<file path="config.mk">
export PLATFORM = sky130hd
export DESIGN_NAME = load_register
export DESIGN_NICKNAME = d
export VERILOG_FILES = /design/src/rtl/load_register.sv
export SDC_FILE = /design/constraint.sdc
export NUM_CORES = 1
export LEC_CHECK = 0
export CORE_ASPECT_RATIO = 0.5
export CORE_UTILIZATION = 45
export CTS_BUF_LIST = sky130_fd_sc_hd__clkbuf_16
export CTS_CLUSTER_DIAMETER = 30
export CTS_CLUSTER_SIZE = 40
export DETAILED_ROUTE_END_ITERATION = 12
export PLACE_DENSITY = 0.75
export SLEW_MARGIN = 20
export SYNTH_ARGS = -nofsm -noshare
export SYNTH_HDL_FRONTEND = slang
export SYNTH_SLANG_ARGS = --single-unit
</file>
<file path="constraint.sdc">
create_clock -name clk -period 5.3 [get_ports clk]
set_input_delay 1.59 -clock clk [delete_from_list [all_inputs] [get_ports clk]]
set_output_delay 1.59 -clock clk [all_outputs]
set_load 0.02 [all_outputs]
</file>
<file path="src/rtl/load_register.sv">
// load_register: width-parameterised load-enable register with per-byte
// write enables, synchronous clear, previous-value shadow and update pulse.
module load_register #(
   parameter int unsigned      WIDTH       = 16,
   parameter logic [WIDTH-1:0] RESET_VALUE = '0
) (
   input  logic                 clk,
   input  logic                 reset,
   input  logic [WIDTH-1:0]     in,
   input  logic                 load,
   input  logic [WIDTH/8-1:0]   byte_en,
   input  logic                 clear,
   output logic [WIDTH-1:0]     out,
   output logic [WIDTH-1:0]     prev_out,
   output logic                 updated
);

   localparam int unsigned NBYTES = WIDTH / 8;

   logic [WIDTH-1:0] out_q,  out_d;
   logic [WIDTH-1:0] prev_q, prev_d;
   logic             upd_q,  upd_d;
   logic [WIDTH-1:0] merged;

   // Byte-masked merge of the incoming word over the stored word; masked
   // lanes come only from out_q so X on those input bytes cannot leak in.
   always_comb begin
      merged = out_q;
      for (int unsigned k = 0; k < NBYTES; k++) begin
         if (byte_en[k]) begin
            merged[k*8 +: 8] = in[k*8 +: 8];
         end
      end
   end

   // Next-state: clear beats load; shadow and pulse only on a real change.
   always_comb begin
      out_d  = out_q;
      prev_d = prev_q;
      upd_d  = 1'b0;
      if (clear) begin
         if (out_q != RESET_VALUE) begin
            out_d  = RESET_VALUE;
            prev_d = out_q;
            upd_d  = 1'b1;
         end
      end else if (load) begin
         if (merged != out_q) begin
            out_d  = merged;
            prev_d = out_q;
            upd_d  = 1'b1;
         end
      end
   end

   // State registers with synchronous active-high reset.
   always_ff @(posedge clk) begin
      if (reset) begin
         out_q  <= RESET_VALUE;
         prev_q <= RESET_VALUE;
         upd_q  <= 1'b0;
      end else begin
         out_q  <= out_d;
         prev_q <= prev_d;
         upd_q  <= upd_d;
      end
   end

   assign out      = out_q;
   assign prev_out = prev_q;
   assign updated  = upd_q;

endmodule

</file>
==> results of run 1 <==
==> per-layer routing <==
metal  share of wire, %  routed length (microns)
met1                 54                     2029
met2                 43                     1612
met3                3.5                      132
met4               0.45                       17
met5                  0                        0
==> cells by family after synthesis <==
logic type | share of synthesized area [%]
AND/OR/NAND/NOR | 26.32
flip-flops | 38.60
multiplexers | 18.71
XOR/XNOR | 7.164
buffers and inverters | 4.386
AO/OA/AOI/OAI | 4.825
==> where the power goes <==
part	internal, mW	leakage [nW]	switching (mW)
Combinational	0.0546	0.630	0.0500
Clock	0.172	0.0696	0.100
Sequential	0.255	0.267	0.00788
Total	0.482	0.967	0.158
==> through the flow <==
stage          utilization (%)  hold WS (ns)  power, mW
2_1_floorplan                -        0.5492     0.3365
3_3_place_gp             64.36        0.4616     0.3722
3_5_place_dp             64.36        0.4666     0.3732
4_1_cts                  68.40        0.4762     0.6459
5_1_grt                  68.40        0.4996     0.6669
6_report                 68.40        0.4731     0.6398
==> path summary, 6_finish.rpt <==
| kind | endpoint | slack [ns] |
|---|---|---|
| max | prev_out[15] | 2.00 |
| min | prev_out[12] | 0.47 |
| max reg2reg | out[14] | 3.18 |
| min reg2reg | prev_out[12] | 0.47 |
==> flip-flops by register name (all words and copies together) (netlist names) <==
signal    cells
out          16
prev_out     16
updated       1
==> worst max-delay path: stages <==
cell	delay, ns
clkdlybuf4s50_1	0.44
xor2_1	0.16
nor4_2	0.34
nand2_1	0.15
a221oi_2	0.26
buf_4	0.32
mux2i_1	0.23
==> cell usage after synthesis <==
| library cell | number |
|---|---|
| buf_6 | 1 |
| xor2_1 | 13 |
| a221oi_2 | 2 |
| inv_1 | 4 |
| o21a_1 | 1 |
| and3_1 | 2 |
| nor4_1 | 4 |
| o221a_2 | 1 |
| nor4_2 | 2 |
| a21boi_0 | 1 |
| xnor2_1 | 1 |
| clkbuf_1 | 5 |
| o21ai_2 | 1 |
| nand2b_1 | 46 |
| nor2_1 | 4 |
| mux2i_1 | 32 |
| buf_2 | 2 |
| or2b_1 | 2 |
| nand4_1 | 1 |
| dfxtp_1 | 33 |
| a41oi_1 | 2 |
| buf_12 | 1 |
| nand2_1 | 17 |
==> final cells by class <==
class	instances	area share, %
Sequential cell	33	27.37
Clock buffer	5	5.184
Multi-Input combinational cell	132	40.44
Inverter	4	0.6221
Clock inverter	3	0.7258
Tap cell	51	2.644
Timing Repair Buffer	56	23.02
==> impl_metrics.ini, run 1 <==
[critical_path]
crit_start = in[0]
cp.required_ns = 5.50
cp_data_arrival_time_ns = 3.50
worstPathMaxFanout = 17
cp-end-kind = flip-flop
setup.worst_path.class = in2reg
critPathLaunchType = input port
reg2regPathDepth = 5
worstReg2RegStart = out[11]

[layout]
fillers = 300
drive_gt1_share_pct = 6.867
n_antenna_cell = 0
design_area_sq_um = 2414
syn_to_final_growth_pct = 41.01
seq_area_sq_um = 660.6
final_cells = 284
layout_common_cells = 54 x clkdlybuf4s50_1, 46 x nand2b_1, 33 x dfxtp_1, 32 x mux2i_1, 17 x nand2_1
finalNetCount = 254
multi_input_area_sq_um = 975.9
final_common_cell = clkdlybuf4s50_1

[yosys]
synth_nets = 200
ys_top_cells_by_area = dfxtp_1 39%, mux2i_1 19%, nand2b_1 17%, xor2_1 6.7%, nand2_1 3.7%
yosysTopAreaCellShare_pct = 38.60
mappedNetlistArea_sq_um = 1712
synthCells = 178
ys_ff_latch = 33
yosysWarnings = 0
ys_seq_area_share_pct = 38.60
synth_area_leader_cell = dfxtp_1
syn_area_per_cell_sq_um = 9.616
synth.distinct_cells = 23

[floorplan]
pin_count = 55
die-height_microns = 45.61
die_w_microns = 89.22
start_util_pct = 48.51
die-area_sq_um = 4069
coreArea_sq_um = 3528
num_rows = 15

[global_route]
grt_util_met1_pct = 29.24
grt_pass1_wl_microns = 5858
grtUsageMet2_pct = 29.16
met3_usage_pct = 5.978
grt_pass1_vias = 1252
grt-ovfl-total = 0
antenna_found_initial = 0
top_usage_layer = met1
grt_max_degree = 51
grtUsageTotal_pct = 20.10

[cts]
clk_pin_slew_ns = 0.05
cts_tree = yes
clock-root-buffer = clkbuf_16
ctsHoldBuffers = 0
ctsHtreeMaxLevel = 2
postCtsResizedCells = 0
clock_path_buffers = 2
clock_sinks = 33
clk_latency_ns = 0.27
cts_inserted_buffers = 5
postCtsSetupRepairBufs = 0

[sta]
tightest_slew_ns = 1.119
setup_viol_count_final = 0
maxSlewHeadroom_pct = 25.13
fin_crit_ns = 3.301
clock-skew-final_ns = 0.002955
drv_slew = 0
hold_viol = 0
fin_ws_ns = 1.999
tns_ns = 0
finalCritPeriodShare_pct = 62.28
fmax_mhz = 302.9
rsz0062_at_grt = false

[place]
place_ws_ns = 1.703
dpl_cell_area_sq_um = 2271
hpwl_microns = 2843
dp.cells = 276
gp_congestion = 0.7664
io_buffers = 54

[drt]
drcViolationCount = 0
wl_microns = 3792
via_per_inst = 4.824
drt_iter0_markers = 86
vias = 1370
first_pass_iters = 4
postRouteAntennaNets = 0
wl_per_cell_microns = 13.35

[run_status]
outcome = completed

[power_and_ir_drop]
p_leak_nw = 0.9668
vdd_drop_max_v = 0.0001345
power_density_nw_per_um2 = 265.1

[hold_path]
min_path_cells = 2
hp-start = prev_out[12]
hold_path_class = reg2reg

[flow_run]
drv_cap = 0
No activity file was read; power rests on OpenSTA's default activity.
==> run 2, diff against run 1 <==
--- a/config.mk
+++ b/config.mk
@@ -6,12 +6,12 @@
 export NUM_CORES = 1
 export LEC_CHECK = 0
 export CORE_ASPECT_RATIO = 0.5
-export CORE_UTILIZATION = 45
+export CORE_UTILIZATION = 41
 export CTS_BUF_LIST = sky130_fd_sc_hd__clkbuf_16
 export CTS_CLUSTER_DIAMETER = 30
 export CTS_CLUSTER_SIZE = 40
 export DETAILED_ROUTE_END_ITERATION = 12
-export PLACE_DENSITY = 0.75
+export PLACE_DENSITY = 0.72
 export SLEW_MARGIN = 20
 export SYNTH_ARGS = -nofsm -noshare
 export SYNTH_HDL_FRONTEND = slang
==> constraint.sdc (replaced) <==
create_clock -name clk -period 3 [get_ports clk]
set_input_delay 0.9 -clock clk [delete_from_list [all_inputs] [get_ports clk]]
set_output_delay 0.9 -clock clk [all_outputs]
set_load 0.02 [all_outputs]
==> run 2 against run 1 <==
Effect of this change: final cell count grew 1.4%; cell area increased by 0.83%; power is 78% higher; worst hold slack hardly changed; non-clock buffer count up 1; sequential cell count unchanged; global-route usage is 0.94 points lower; die area is 9.4% higher; first-iteration DRC count down 38%; sequential share of layout area decreased by 0.23 points; largest cell class unchanged; highest routed layer unchanged.
==> impl_metrics.ini, run 2 (synthesis results as in run 1) <==
[run_status]
outcome = completed

[floorplan]
pin_count = 55
die-area_sq_um = 4453
num_rows = 16
die_w_microns = 93.38
die-height_microns = 47.69
coreArea_sq_um = 3944
start_util_pct = 43.40

[global_route]
grt_util_met1_pct = 26.29
met3_usage_pct = 6.349
grt-ovfl-total = 0
grtUsageMet2_pct = 28.97
grt_max_degree = 50
grt_pass1_wl_microns = 6120
antenna_found_initial = 0
top_usage_layer = met2
grtUsageTotal_pct = 19.17
grt_pass1_vias = 1236

[sta]
hold_viol = 0
fmax_mhz = 393.1
maxSlewHeadroom_pct = 26.74
whs_ns = 0.4730
drv_slew = 0
fin_crit_ns = 2.544
clock-skew-final_ns = 0.005036
tns_ns = 0
rsz0062_at_grt = false
tightest_slew_ns = 1.095
setup_viol_count_final = 0
finalCritPeriodShare_pct = 84.79
fin_ws_ns = 0.4564

[cts]
cts_inserted_buffers = 5
postCtsResizedCells = 0
ctsHoldBuffers = 0
clock_sinks = 33
clk_pin_slew_ns = 0.05
cts_tree = yes
clock-root-buffer = clkbuf_16
postCtsSetupRepairBufs = 0
ctsHtreeMaxLevel = 2
clk_latency_ns = 0.28
clock_path_buffers = 2

[layout]
n_antenna_cell = 0
seq_area_sq_um = 660.6
drive_gt1_share_pct = 6.838
postLayoutCoreUtil_pct = 61.71
multi_input_area_sq_um = 975.9
final_common_cell = clkdlybuf4s50_1
syn_to_final_growth_pct = 42.18
fillers = 352
finalNetCount = 255
layout_common_cells = 54 x clkdlybuf4s50_1, 46 x nand2b_1, 33 x dfxtp_1, 32 x mux2i_1, 17 x nand2_1

[power_and_ir_drop]
vdd_drop_max_v = 0.0002531
power_frac_seq_pct = 40.8
clockPowerShare_pct = 42.3
p_leak_nw = 0.9811
switching_share_pct = 25.21
p_int_mw = 0.8540
power_density_nw_per_um2 = 469.2
p_comb_share_pct = 16.9
power.switching_mw = 0.2879

[place]
hpwl_microns = 2909
place_ws_ns = 0.1666
gp_congestion = 0.7731
io_buffers = 54

[critical_path]
path_cells = clkdlybuf4s50_1 -> xor2_1 -> nor4_2 -> nand2_1 -> a221oi_2 -> buf_12 -> mux2i_1
crit_start = in[6]
cp-end-kind = flip-flop
cpPeakStageDelay_ns = 0.44
slowest_stage = clkdlybuf4s50_1
critPathLaunchType = input port
reg2regPathDepth = 5
cp.required_ns = 3.21
worstPathMaxFanout = 17
cp_top_family = buffers and inverters
r2r_end = out[10]
worstReg2RegStart = out[11]
setup.worst_path.class = in2reg
cp_data_arrival_time_ns = 2.75
rrSetupSlack_ns = 0.82
cp_num_buf_inv = 2

[drt]
postRouteAntennaNets = 0
vias = 1391
first_pass_iters = 8
wl_microns = 4026
drt_iter0_markers = 53
drcViolationCount = 0
wl_per_cell_microns = 13.98
via_per_inst = 4.830

[hold_path]
whs_endpoint = prev_out[5]
hp-start = prev_out[5]
min_path_cells = 2
hold_path_class = reg2reg

[flow_run]
drv_cap = 0
==> run 2: cell count changes in the layout (fill, tap and decap cells not counted) <==
cell and delta:
inv_1 +1, clkinvlp_4 -1, buf_12 +1
==> run 2: worst max path at each step <==
stage                     depth (start not counted)  slack (ns)      endpoint
after global routing                              7        0.28   prev_out[8]
final                                             7        0.46  prev_out[15]
after detailed placement                          7        0.17  prev_out[15]
after global placement                            7        0.19  prev_out[12]
after floorplan                                   7        0.74  prev_out[10]
after CTS                                         7        0.44  prev_out[15]
==> run 2: layout make-up <==
| class | count | area share (%) |
|---|---|---|
| multi-input combinational | 132 | 40.10 |
| tap | 54 | 2.776 |
| timing repair buffer | 57 | 23.65 |
| inverter | 4 | 0.6170 |
| sequential | 33 | 27.15 |
| clock buffer | 5 | 5.141 |
| clock inverter | 3 | 0.5656 |
==> run 2: power groups by stage <==
stage / Clock [mW] / Combinational [mW] / Sequential, mW
floorplan: 0 / 0.109 / 0.486
CTS: 0.494 / 0.193 / 0.466
global placement: 0 / 0.191 / 0.475
global route: 0.518 / 0.206 / 0.468
finish: 0.483 / 0.193 / 0.466
detailed placement: 0 / 0.193 / 0.475
==> run 2: per-stage QoR <==
step           power, mW  area, sq um  instances
6_report           1.142         2434        288
5_1_grt            1.191         2434        288
4_1_cts            1.153         2434        288
3_5_place_dp      0.6676         2295        280
3_3_place_gp      0.6654         2295        280
2_1_floorplan     0.5945         1712        178
==> run 2: worst register-to-register path, delay by kind of cell, from the launching register on <==
| family | cells | cell delay, ns |
|---|---|---|
| DFF | 1 | 0.37 |
| AOI/OAI and AO/OA | 1 | 0.21 |
| muxes | 1 | 0.18 |
| and+or+nand+nor | 3 | 1.35 |
==> run 2: per-layer routing <==
metal / share of wire (%) / vias to the layer above
met5: 0 / -
met1: 52 / 657
met2: 44 / 30
li1: - / 702
met4: 0.47 / 0
met3: 3.9 / 2
==> run 3, diff against run 2 <==
==> constraint.sdc (replaced) <==
create_clock -name clk -period 2.1 [get_ports clk]
set_input_delay 0.63 -clock clk [delete_from_list [all_inputs] [get_ports clk]]
set_output_delay 0.63 -clock clk [all_outputs]
set_load 0.02 [all_outputs]
==> run 3 against run 2 <==
Effect of this change: the flow now finishes with violations (design-rule violations); power increased by 55%; worst hold slack got worse by 0.0021 ns; first-iteration DRC count up 45%; sequential power grew 42%; core utilization rose by 2.9 points; combinational power increased by 53%; register-to-register slack worse by 0.74 ns; routed wire length grew 6.7%; largest cell class unchanged.
==> impl_metrics.ini, run 3 (synthesis results as in run 1) <==
[run_status]
outcome = finished with violations
violations = design-rule violations

[layout]
syn_to_final_growth_pct = 48.90
finalNetCount = 266
design_area_sq_um = 2549
final_common_cell = nand2b_1
drive_gt1_share_pct = 14.29
n_antenna_cell = 0
layout_common_cells = 46 x nand2b_1, 37 x clkdlybuf4s50_1, 33 x dfxtp_1, 32 x mux2i_1, 17 x nand2_1

[sta]
finalCritPeriodShare_pct = 98.50
drv_slew = 0
setup_viol_count_final = 0
maxSlewHeadroom_pct = 56.31
fin_ws_ns = 0.03152
tightest_slew_ns = 0.6546
fin_crit_ns = 2.068
clock-skew-final_ns = 0.004252
hold_viol = 0
fmax_mhz = 483.4

[power_and_ir_drop]
p_leak_nw = 1.083
p_total_mw = 1.767
vdd_drop_max_v = 0.0003310
power_density_nw_per_um2 = 693.2

[floorplan]
die_w_microns = 93.38
die-height_microns = 47.69
coreArea_sq_um = 3944
die-area_sq_um = 4453
start_util_pct = 43.40
pin_count = 55
num_rows = 16

[global_route]
grt_pass1_vias = 1285
grt_max_degree = 50
antenna_found_initial = 0
grt-ovfl-total = 0
grtUsageTotal_pct = 19.98
grt_pass1_wl_microns = 6265

[drt]
wl_microns = 4297
vias = 1445
postRouteAntennaNets = 0
first_pass_iters = 8
drcViolationCount = 1
wl_per_cell_microns = 14.37
drt_iter0_markers = 77
via_per_inst = 4.833

[cts]
clock_sinks = 33
clock-root-buffer = clkbuf_16
ctsHoldBuffers = 0
cts_inserted_buffers = 5
cts_tree = yes
ctsHtreeMaxLevel = 2
clk_latency_ns = 0.27
clock_path_buffers = 2
clk_pin_slew_ns = 0.05

[critical_path]
setup.worst_path.class = in2reg
worstPathMaxFanout = 9
crit_start = in[1]
critPathLaunchType = input port
cp.required_ns = 2.29
worstReg2RegStart = out[5]
rrSetupSlack_ns = 0.08
cp_data_arrival_time_ns = 2.26
cp-end-kind = flip-flop

[place]
hpwl_microns = 3030
gp_congestion = 0.7558
io_buffers = 54
place_ws_ns = -0.5177
dpl_cell_area_sq_um = 2375

[hold_path]
hold_path_class = reg2reg
hp-start = prev_out[5]

[flow_run]
drv_cap = 0
-- run 3: changes by cell type in the layout (fill, tap and decap cells not counted), moves of 2 or more --
cell and change:
buf_2 +3, buf_4 +9, clkbuf_2 +3, clkdlybuf4s15_1 +3, clkdlybuf4s50_1 -17, clkinv_2 -2
dlygate4sd2_1 +7
-- run 3: layout make-up --
| cell class | instances | area, sq um |
|---|---|---|
| Multi-Input combinational cell | 132 | 1005 |
| Clock buffer | 5 | 125.1 |
| Sequential cell | 33 | 660.6 |
| Timing Repair Buffer | 68 | 638.1 |
| Clock inverter | 3 | 37.54 |
| Tap cell | 54 | 67.56 |
| Fill cell | 334 | 1395 |
| Inverter | 4 | 15.01 |
-- run 3: worst paths after layout --
| path | to | depth (start not counted) |
|---|---|---|
| setup / recovery | prev_out[14] | 7 |
| hold reg to reg | prev_out[5] | 2 |
| setup reg to reg | prev_out[14] | 6 |
| hold / removal | prev_out[5] | 2 |
-- run 3: metal layers --
layer,up-vias,track usage [%],wire length [microns]
met1,674,28.14,2194
met3,4,5.238,172
met5,-,0,0
met2,34,29.26,1880
li1,733,-,-
met4,0,8.615,51
-- run 3: critical path, stage by stage --
cell and delay, ns:
clkdlybuf4s15_1 0.23, xor2_2 0.18, nor4_2 0.25, nand2_1 0.16
a221oi_4 0.40, buf_12 0.19, mux2i_1 0.22
-- run 3: what timing repair did --
action | in CTS | in global routing
endpoints found under the setup margin | 33 | 24
cloned | 1 | 0
setup buffers | 2 | 0
resized for setup | 33 | 9
pin swaps | 9 | 6
-- run 3: through the flow --
stage | hold slack (ns) | utilization [%] | setup TNS, ns | std cells
detailed placement | 0.4680 | 60.22 | -13.99 | 289
finish | 0.4709 | 64.63 | 0 | 299
global placement | 0.4617 | 60.22 | -12.47 | 289
CTS | 0.4774 | 65.32 | 0 | 300
floorplan | 0.5492 | - | 0 | 178
global route | 0.4924 | 64.63 | -0.006202 | 299
-- run 3: where the power goes --
group | switching [mW] | internal (mW) | leakage [nW]
Combinational | 0.141 | 0.155 | 0.733
Clock | 0.256 | 0.550 | 0.0826
Sequential | 0.0196 | 0.644 | 0.267
Total | 0.417 | 1.35 | 1.08
